## config.mk

```make
export PLATFORM = sky130hd
export DESIGN_NAME = conv_mac_sequencer
export DESIGN_NICKNAME = d
export VERILOG_FILES = /design/src/rtl/conv_mac_sequencer.sv
export SDC_FILE = /design/constraint.sdc
export NUM_CORES = 2
export LEC_CHECK = 0
export ABC_CLOCK_PERIOD_IN_PS = 12700
export BUFFER_PORTS_ARGS = -buffer_cell sky130_fd_sc_hd__buf_2
export CORE_MARGIN = 8
export CORE_UTILIZATION = 30
export CTS_CLUSTER_DIAMETER = 120
export DETAILED_ROUTE_END_ITERATION = 7
export HOLD_SLACK_MARGIN = 0.12
export PLACE_DENSITY_LB_ADDON = 0.08
export SYNTH_ARGS = -nofsm -noshare
export SYNTH_HDL_FRONTEND = slang
export SYNTH_SLANG_ARGS = --single-unit
```

## constraint.sdc

```tcl
create_clock -name clk -period 12.7 [get_ports clk]
set_input_delay 3.81 -clock clk [delete_from_list [all_inputs] [get_ports clk]]
set_output_delay 3.81 -clock clk [all_outputs]
set_load 0.005 [all_outputs]
```

## src/rtl/conv_mac_sequencer.sv

```systemverilog
// conv_mac_sequencer
//   Multi-cycle custom instruction that runs one FIR filter step per call over a single
//   shared 16x16 signed MAC. It owns the sample history, the coefficient bank and the
//   sequencing FSM.
//
// Ports
//   clk     system clock
//   reset   synchronous active-high reset; overrides clk_en
//   clk_en  clock enable; low freezes every register
//   start   instruction start pulse, accepted only in IDLE
//   dataa   [15:0] sample or coefficient value
//   datab   [1:0] opcode (00 FILTER, 01 WR_COEF, 10 CLR_HIST, 11 RD_COEF), [15:8] tap index
//   result  instruction result, updated together with done and held until the next done
//   done    completion pulse, high for one enabled cycle

module conv_mac_sequencer #(
    parameter int unsigned TAPS  = 32,
    parameter int unsigned ACC_W = 40
) (
    input  logic        clk,
    input  logic        reset,
    input  logic        clk_en,
    input  logic        start,
    input  logic [31:0] dataa,
    input  logic [31:0] datab,
    output logic [31:0] result,
    output logic        done
);

    localparam int unsigned IdxW = $clog2(TAPS);

    localparam logic [1:0] StIdle  = 2'd0;
    localparam logic [1:0] StMac   = 2'd1;
    localparam logic [1:0] StRound = 2'd2;
    localparam logic [1:0] StDone  = 2'd3;

    localparam logic [1:0] OpFilter  = 2'b00;
    localparam logic [1:0] OpWrCoef  = 2'b01;
    localparam logic [1:0] OpClrHist = 2'b10;
    localparam logic [1:0] OpRdCoef  = 2'b11;

    localparam logic signed [ACC_W-1:0] RoundBias = ACC_W'(16384);
    localparam logic signed [ACC_W-1:0] SatMax    = ACC_W'(32767);
    localparam logic signed [ACC_W-1:0] SatMin    = ~SatMax;

    logic [1:0]              state_q;
    logic [IdxW-1:0]         wr_ptr_q;
    logic [IdxW-1:0]         k_q;
    logic signed [ACC_W-1:0] acc_q;
    logic [31:0]             result_q;
    logic signed [15:0]      hist_q [TAPS];
    logic signed [15:0]      coef_q [TAPS];

    logic [IdxW-1:0]         tap_idx;
    logic [IdxW-1:0]         op_idx;
    logic signed [15:0]      hist_tap;
    logic signed [15:0]      coef_tap;
    logic signed [31:0]      prod;
    logic signed [ACC_W-1:0] acc_rnd;
    logic signed [ACC_W-1:0] acc_shr;
    logic [15:0]             y;
    logic                    unused_bits;

    // Upper operand bits carry no meaning for this instruction.
    assign unused_bits = ^{dataa[31:16], datab[31:2]};

    always_comb begin
        // Newest sample pairs with coef[0]; the subtraction wraps modulo TAPS by width.
        tap_idx  = wr_ptr_q - k_q;
        op_idx   = datab[8 +: IdxW];
        hist_tap = hist_q[tap_idx];
        coef_tap = coef_q[k_q];
        prod     = 32'(hist_tap) * 32'(coef_tap);

        // Round half up in Q1.15, then saturate to the 16-bit signed range.
        acc_rnd = acc_q + RoundBias;
        acc_shr = acc_rnd >>> 15;
        if (acc_shr > SatMax) begin
            y = 16'h7FFF;
        end else if (acc_shr < SatMin) begin
            y = 16'h8000;
        end else begin
            y = acc_shr[15:0];
        end
    end

    always_ff @(posedge clk) begin
        if (reset) begin
            state_q  <= StIdle;
            wr_ptr_q <= '0;
            k_q      <= '0;
            acc_q    <= '0;
            result_q <= '0;
            for (int i = 0; i < TAPS; i++) begin
                hist_q[i] <= '0;
                coef_q[i] <= '0;
            end
        end else if (clk_en) begin
            case (state_q)
                StIdle: begin
                    if (start) begin
                        unique case (datab[1:0])
                            OpFilter: begin
                                hist_q[wr_ptr_q] <= dataa[15:0];
                                k_q              <= '0;
                                acc_q            <= '0;
                                state_q          <= StMac;
                            end
                            OpWrCoef: begin
                                coef_q[op_idx] <= dataa[15:0];
                                result_q       <= '0;
                                state_q        <= StDone;
                            end
                            OpClrHist: begin
                                for (int i = 0; i < TAPS; i++) begin
                                    hist_q[i] <= '0;
                                end
                                wr_ptr_q <= '0;
                                result_q <= '0;
                                state_q  <= StDone;
                            end
                            OpRdCoef: begin
                                result_q <= {{16{coef_q[op_idx][15]}}, coef_q[op_idx]};
                                state_q  <= StDone;
                            end
                        endcase
                    end
                end
                StMac: begin
                    acc_q <= acc_q + {{(ACC_W - 32){prod[31]}}, prod};
                    k_q   <= k_q + IdxW'(1);
                    if (k_q == IdxW'(TAPS - 1)) begin
                        state_q <= StRound;
                    end
                end
                StRound: begin
                    result_q <= {{16{y[15]}}, y};
                    wr_ptr_q <= wr_ptr_q + IdxW'(1);
                    state_q  <= StDone;
                end
                StDone: begin
                    state_q <= StIdle;
                end
                default: begin
                    state_q <= StIdle;
                end
            endcase
        end
    end

    assign done   = (state_q == StDone);
    assign result = result_q;

endmodule

```

# Word-level counts from Yosys, hierarchy flattened
# Memories as Yosys holds them, arrays and structs flattened. A register that Yosys moved wholly into a read port is not among the register bits.
# Cells that the tools add are included.
dict set report op_classes {
  add_sub_neg 5
  n_mul 1
  n_lt_le_gt_ge 2
  n_eq_ne 12
  n_mux 78
  bitwise_logic 32
  n_reduce_logical 12
}
# op count
set ops {}
lappend ops {{$mux 16} 36}
lappend ops {{$pmux 32 s2} 2}
lappend ops {{$mux 40} 2}
lappend ops {{$pmux 40 s2} 1}
lappend ops {{$add 40x16->40 const B} 1}
lappend ops {{$add 40x40->40} 1}
lappend ops {{$mux 5} 8}
lappend ops {{$mul 16x16->32} 1}
lappend ops {{$mux 32} 1}
lappend ops {{$or 1x1->1} 32}
lappend ops {{$reduce_or 16->1} 2}
lappend ops {{$gt 25x16->1 const B} 1}
lappend ops {{$lt 25x16->1 const B} 1}
lappend ops {{$mux 1} 22}
lappend ops {{$pmux 5 s2} 2}
lappend ops {{$reduce_and 4->1} 3}
lappend ops {{$add 5x1->5 const B} 2}
lappend ops {{$eq 2x2->1 const B} 4}
lappend ops {{$pmux 2 s4} 1}
lappend ops {{$eq 5x5->1 const B} 1}
lappend ops {{$sub 5x5->5} 1}
lappend ops {{$eq 2x1->1 const B} 2}
lappend ops {{$logic_not 2->1} 2}
lappend ops {{$mux 2} 2}
lappend ops {{other kinds (8)} 11}
dict set report totals {
  ff_bits 84
  ramBits 1024
  inputBits 68
  elab_cells 149
  memories 2
}
# name depth word_bits rd rd_ports_with_merged_regs wr line_no
set mem_list {}
lappend mem_list {coef_q 32 16 2 1 32 52} ;# logic signed [15:0] coef_q [TAPS];
lappend mem_list {hist_q 32 16 1 0 32 51} ;# logic signed [15:0] hist_q [TAPS];

# Depth between registers and ports, before layout
dict set report depth {
  ltp_word 9
  ltp_mapped 46
  ltp_nobuf 44
}

# Least setup slack after synthesis
# Ideal clock, no wire load.
dict set report synth_timing {
  path_type {register -> register}
  start {register wr_ptr_q[0]}
  end {register acc_q[39]}
  t_arrival_ns 11.022
  required_time_ns 12.625
  path_slack_ns 1.603
  path_stages_with_launch 42
  n_path_buf 4
  synth_period_minus_slack_ns 11.097
  path_cell_list {dfxtp_1 > inv_1 > ha_1 > fa_1 > buf_2 > clkbuf_1 > buf_1 > mux4_2 > mux4_2 > mux2_2 > clkbuf_1 > nand2_1 > fa_1 > fa_1 > fa_1 > fa_1 > inv_1 > fa_1 > [... 6 more ...] > o31ai_1 > and3_1 > o21ai_0 > a41oi_1 > o21a_1 > nor2_1 > xnor2_1 > ha_1 > a21o_1 > a21o_1 > a2111oi_0 > o32ai_1 > a31oi_1 > a21oi_1 > a31oi_1 > xnor3_1 > or4_1 > a31oi_1}
}
dict set report synth_via {
  elab_chain_len 5
}
# element line_no
set synth_rtl {}
lappend synth_rtl {{from (decl)} 47} ;# logic [IdxW-1:0] wr_ptr_q;
lappend synth_rtl {{from (signal assigned)} 138} ;# wr_ptr_q <= wr_ptr_q + IdxW'(1);
lappend synth_rtl {{$sub 5x5->5} 69} ;# tap_idx = wr_ptr_q - k_q;
lappend synth_rtl {{$mem_v2 32x16} -}
lappend synth_rtl {{$mul 16x16->32} 73} ;# prod = 32'(hist_tap) * 32'(coef_tap);
lappend synth_rtl {{$add 40x40->40} 130} ;# acc_q <= acc_q + {{(ACC_W - 32){prod[31]}}, prod};
lappend synth_rtl {{$pmux 40 s2} 99} ;# case (state_q)
lappend synth_rtl {{to (signal assigned)} 130}
lappend synth_rtl {{to (decl)} 49} ;# logic signed [ACC_W-1:0] acc_q;
# Every way passes these cells.
# A chain may end at the register's enable or synchronous reset.

# Worst setup path after layout
# Ends and elaborated chain as after synthesis.

==> summary.txt <==
status -> finished, final reports clean
clock tree sinks -> 1097
DRC -> 0
Mapped Area -> 65590 sq um
distinct cell type count after synthesis -> 75
Post-synth EDFFs -> 1024
height of the die -> 483.6 um
Post-Synth Adder-Cell Area -> 10.80%
postcts setup bufs -> 0
Final Max Slew Viols -> 0
relative slew slack -> 21.09%
WL final -> 222.4 mm
Layout Nets -> 5432
Final ANT Viol Nets -> 0
Hold Path Class -> reg -> reg
vias in the first global route -> 40620
synthesized area per cell -> 13.21 sq um
r2r startpoint -> wr_ptr_q[0]$_SDFFE_PP0P_
largest net degree at the start of global routing -> 69
Crit path max-delay family -> adder cells
Worst-path clk slew -> 60 ps
Achievable Freq -> 83.02 MHz
crit start category -> register
first-pass detailed-route iteration total -> 5
Tot Pwr -> 13.54 mW
core box area -> 217200 sq um
CP Class -> reg -> reg
CP required -> 13400 ps
Synth async-reset ratio -> 0%
vias per cell -> 5.000
IO Port Bufs -> 59
CTS tree -> yes
largest cells by area after synthesis -> edfxtp_1 47%, mux4_2 15%, and2_1 9.9%
main combinational cell family by area after synthesis -> multiplexers
placed wire-length estimate -> 148.8 mm
cell repeated most along the worst path -> inv_1
Placed Area -> 69740 sq um
Setup TNS Final -> 0 ps
clock skew -> 48.96 ps
Top FF cell, synth -> edfxtp_1
Wirelength per Cell -> 28.07 um
Static Leakage -> 28.00 nW
final setup fails -> 0
post_cts resized -> 0
GRT Overall Usage -> 18.57%
Max FO, Critical Path -> 12
Worst EP arrival -> 12740 ps
synthesized net count -> 5440
Max-cap violations -> 0
simple-gate portion of the synthesized area -> 14.99%
Post-CTS Hold Buffers -> 0
Reg2Reg Capture Point -> acc_q[39]$_SDFFE_PP0P_
io pins -> 101
yosys warns -> 0
Post-synth top cells -> 1035 x and2_1, 1024 x edfxtp_1, 436 x mux4_2
area leader, netlist -> edfxtp_1
min cycle time layout -> 12050 ps
Iter 0 DRT Violations -> 3329
Hold Fails Final Rpt -> 0
clock latency on the worst-skew pair -> 800 ps
Layout area overhead -> 13.04%
Compound-Gate Fraction of Synth Area -> 4.071%
post-place setup slack -> 385.7 ps
total gr overflow -> 0
Row Count -> 171
fill count -> 21068
worst hold start -> acc_q[0]$_SDFFE_PP0P_
area share of the largest cell type after synthesis -> 46.88%
Seq cells post-synth -> 1097
vias after detailed routing -> 39623
Starting Density -> 30.20%
XOR/XNOR Fraction of Synth Area -> 1.276%
WP buf/inv -> 9
CP max stage cell -> fa_4
first-pass GRT wire length -> 315.9 mm
final worst-path cycle share -> 94.84%
die area -> 233900 sq um
cell total after placement -> 7671
root buffer cell -> clkbuf_16
Min-Delay Endpoint -> acc_q[0]$_SDFFE_PP0P_
R2R setup slack -> 650 ps
antenna violations before repair -> 15
Seq/Total Area, Yosys -> 49.11%
cell count after synthesis -> 4965
Worst VDD drop -> 0.2132 mV
RSZ-0062 raised after global routing -> false
power per cell area -> 182.6 nW/um^2
proportion of synthesized area in mux cells -> 15.45%
top-count cell post-synth -> and2_1
Post-Layout Cell Count -> 7924
worst hold stages -> 2
CP peak stage delay -> 880 ps
Die X -> 483.6 um
CTS Buf Count -> 138
share of cells above drive strength 1 -> 19.69%
gpl congestion -> 0.8041
htree depth -> 4
worst setup margin -> 654.8 ps
worst slew pin tran -> 1179 ps
Clock Tree Buf Depth -> 3
R2R cell count -> 41
Final Cell Area -> 74140 sq um
kind of end point of the critical path -> register
-- cell usage in the layout, fill, tap and decap left out, types with 55 or more instances in the layout --
| cell type | instances |
|---|---|
| a21oi_1 | 78 |
| a22oi_1 | 98 |
| and2_1 | 1035 |
| buf_2 | 55 |
| buf_4 | 163 |
| clkbuf_16 | 140 |
| dfxtp_1 | 69 |
| edfxtp_1 | 1024 |
| fa_1 | 264 |
| ha_1 | 141 |
| inv_1 | 341 |
| mux4_2 | 436 |
| nand2_1 | 224 |
| nand3_1 | 57 |
| nor2_1 | 283 |
| xnor2_1 | 67 |
-- how the worst max path moves through the flow --
stage                                         from                endpoint  slack, ps  cells past startpoint
after floorplan           wr_ptr_q[0]$_SDFFE_PP0P_  acc_q[39]$_SDFFE_PP0P_       1600                     41
after CTS                 wr_ptr_q[0]$_SDFFE_PP0P_  acc_q[39]$_SDFFE_PP0P_        300                     40
after detailed placement  wr_ptr_q[0]$_SDFFE_PP0P_  acc_q[39]$_SDFFE_PP0P_        390                     40
after global routing      wr_ptr_q[0]$_SDFFE_PP0P_  acc_q[39]$_SDFFE_PP0P_          4                     41
after global placement    wr_ptr_q[0]$_SDFFE_PP0P_  acc_q[39]$_SDFFE_PP0P_        360                     40
final                     wr_ptr_q[0]$_SDFFE_PP0P_  acc_q[39]$_SDFFE_PP0P_        650                     41
-- per-stage QoR --
| stage | util, % | hold WS, ps |
|---|---|---|
| CTS | 34.12 | 465.8 |
| global route | 34.14 | 480.3 |
| global placement | 32.11 | 446.5 |
| finish | 34.14 | 462.0 |
| detailed placement | 32.11 | 458.7 |
| floorplan | - | 436.2 |
-- logic make-up (layout without fill, tap and decap cells) --
family	Yosys count	in the layout
AOI/OAI and AO/OA	395	395
other	0	6
xor gates and xnor gates	94	94
and+or+nand+nor	1780	1780
buffers and inverters	726	825
adders and majority gates	407	407
muxes	466	466
DFF	1097	1097
-- worst reg2reg max path: cells and delay by family, from the launching register on --
family          cells  cell delay (ps)
xor+xnor            2              420
simple gates        5             1440
buf+inv             9             1240
mux                 3             1210
compound gates     12             2880
fa+ha+maj          10             4310
flops               1              440
-- state kept, by name, indices dropped and copies added, names as in the netlist, named ones only --
signal,count
wr_ptr_q,5
result,16
coef_q,512
k_q,5
state_q,2
hist_q,512
acc_q,40
-- metal layers --
| layer | vias up | routed length [um] | share of wire [%] | global-route usage [%] |
|---|---|---|---|---|
| met5 | - | 0 | 0 | 0 |
| met3 | 213 | 10170 | 4.6 | 2.621 |
| met2 | 881 | 103000 | 46 | 29.78 |
| met1 | 20816 | 104800 | 47 | 26.83 |
| met4 | 0 | 4468 | 2.0 | 3.974 |
| li1 | 17713 | - | - | - |
-- layout make-up --
type                            count  area (sq um)  share of cell area (%)
Antenna cell                        6         15.01                 0.02025
Clock buffer                      168          3618                   4.880
Clock inverter                     79         740.7                  0.9990
Inverter                          341          1280                   1.726
Multi-Input combinational cell   3142         30820                   41.57
Sequential cell                  1097         32220                   43.46
Tap cell                         2854          3571                   4.816
Timing Repair Buffer              237          1873                   2.526
-- power by group --
| group | total (mW) | leakage, nW | switching, mW | internal, mW |
|---|---|---|---|---|
| registers | 4.15 | 11.2 | 0.0676 | 4.09 |
| clock network | 3.87 | 2.12 | 1.68 | 2.19 |
| logic | 5.51 | 14.7 | 3.30 | 2.21 |
| total | 13.5 | 28.0 | 5.05 | 8.49 |
(Power assumes the default switching activity.)
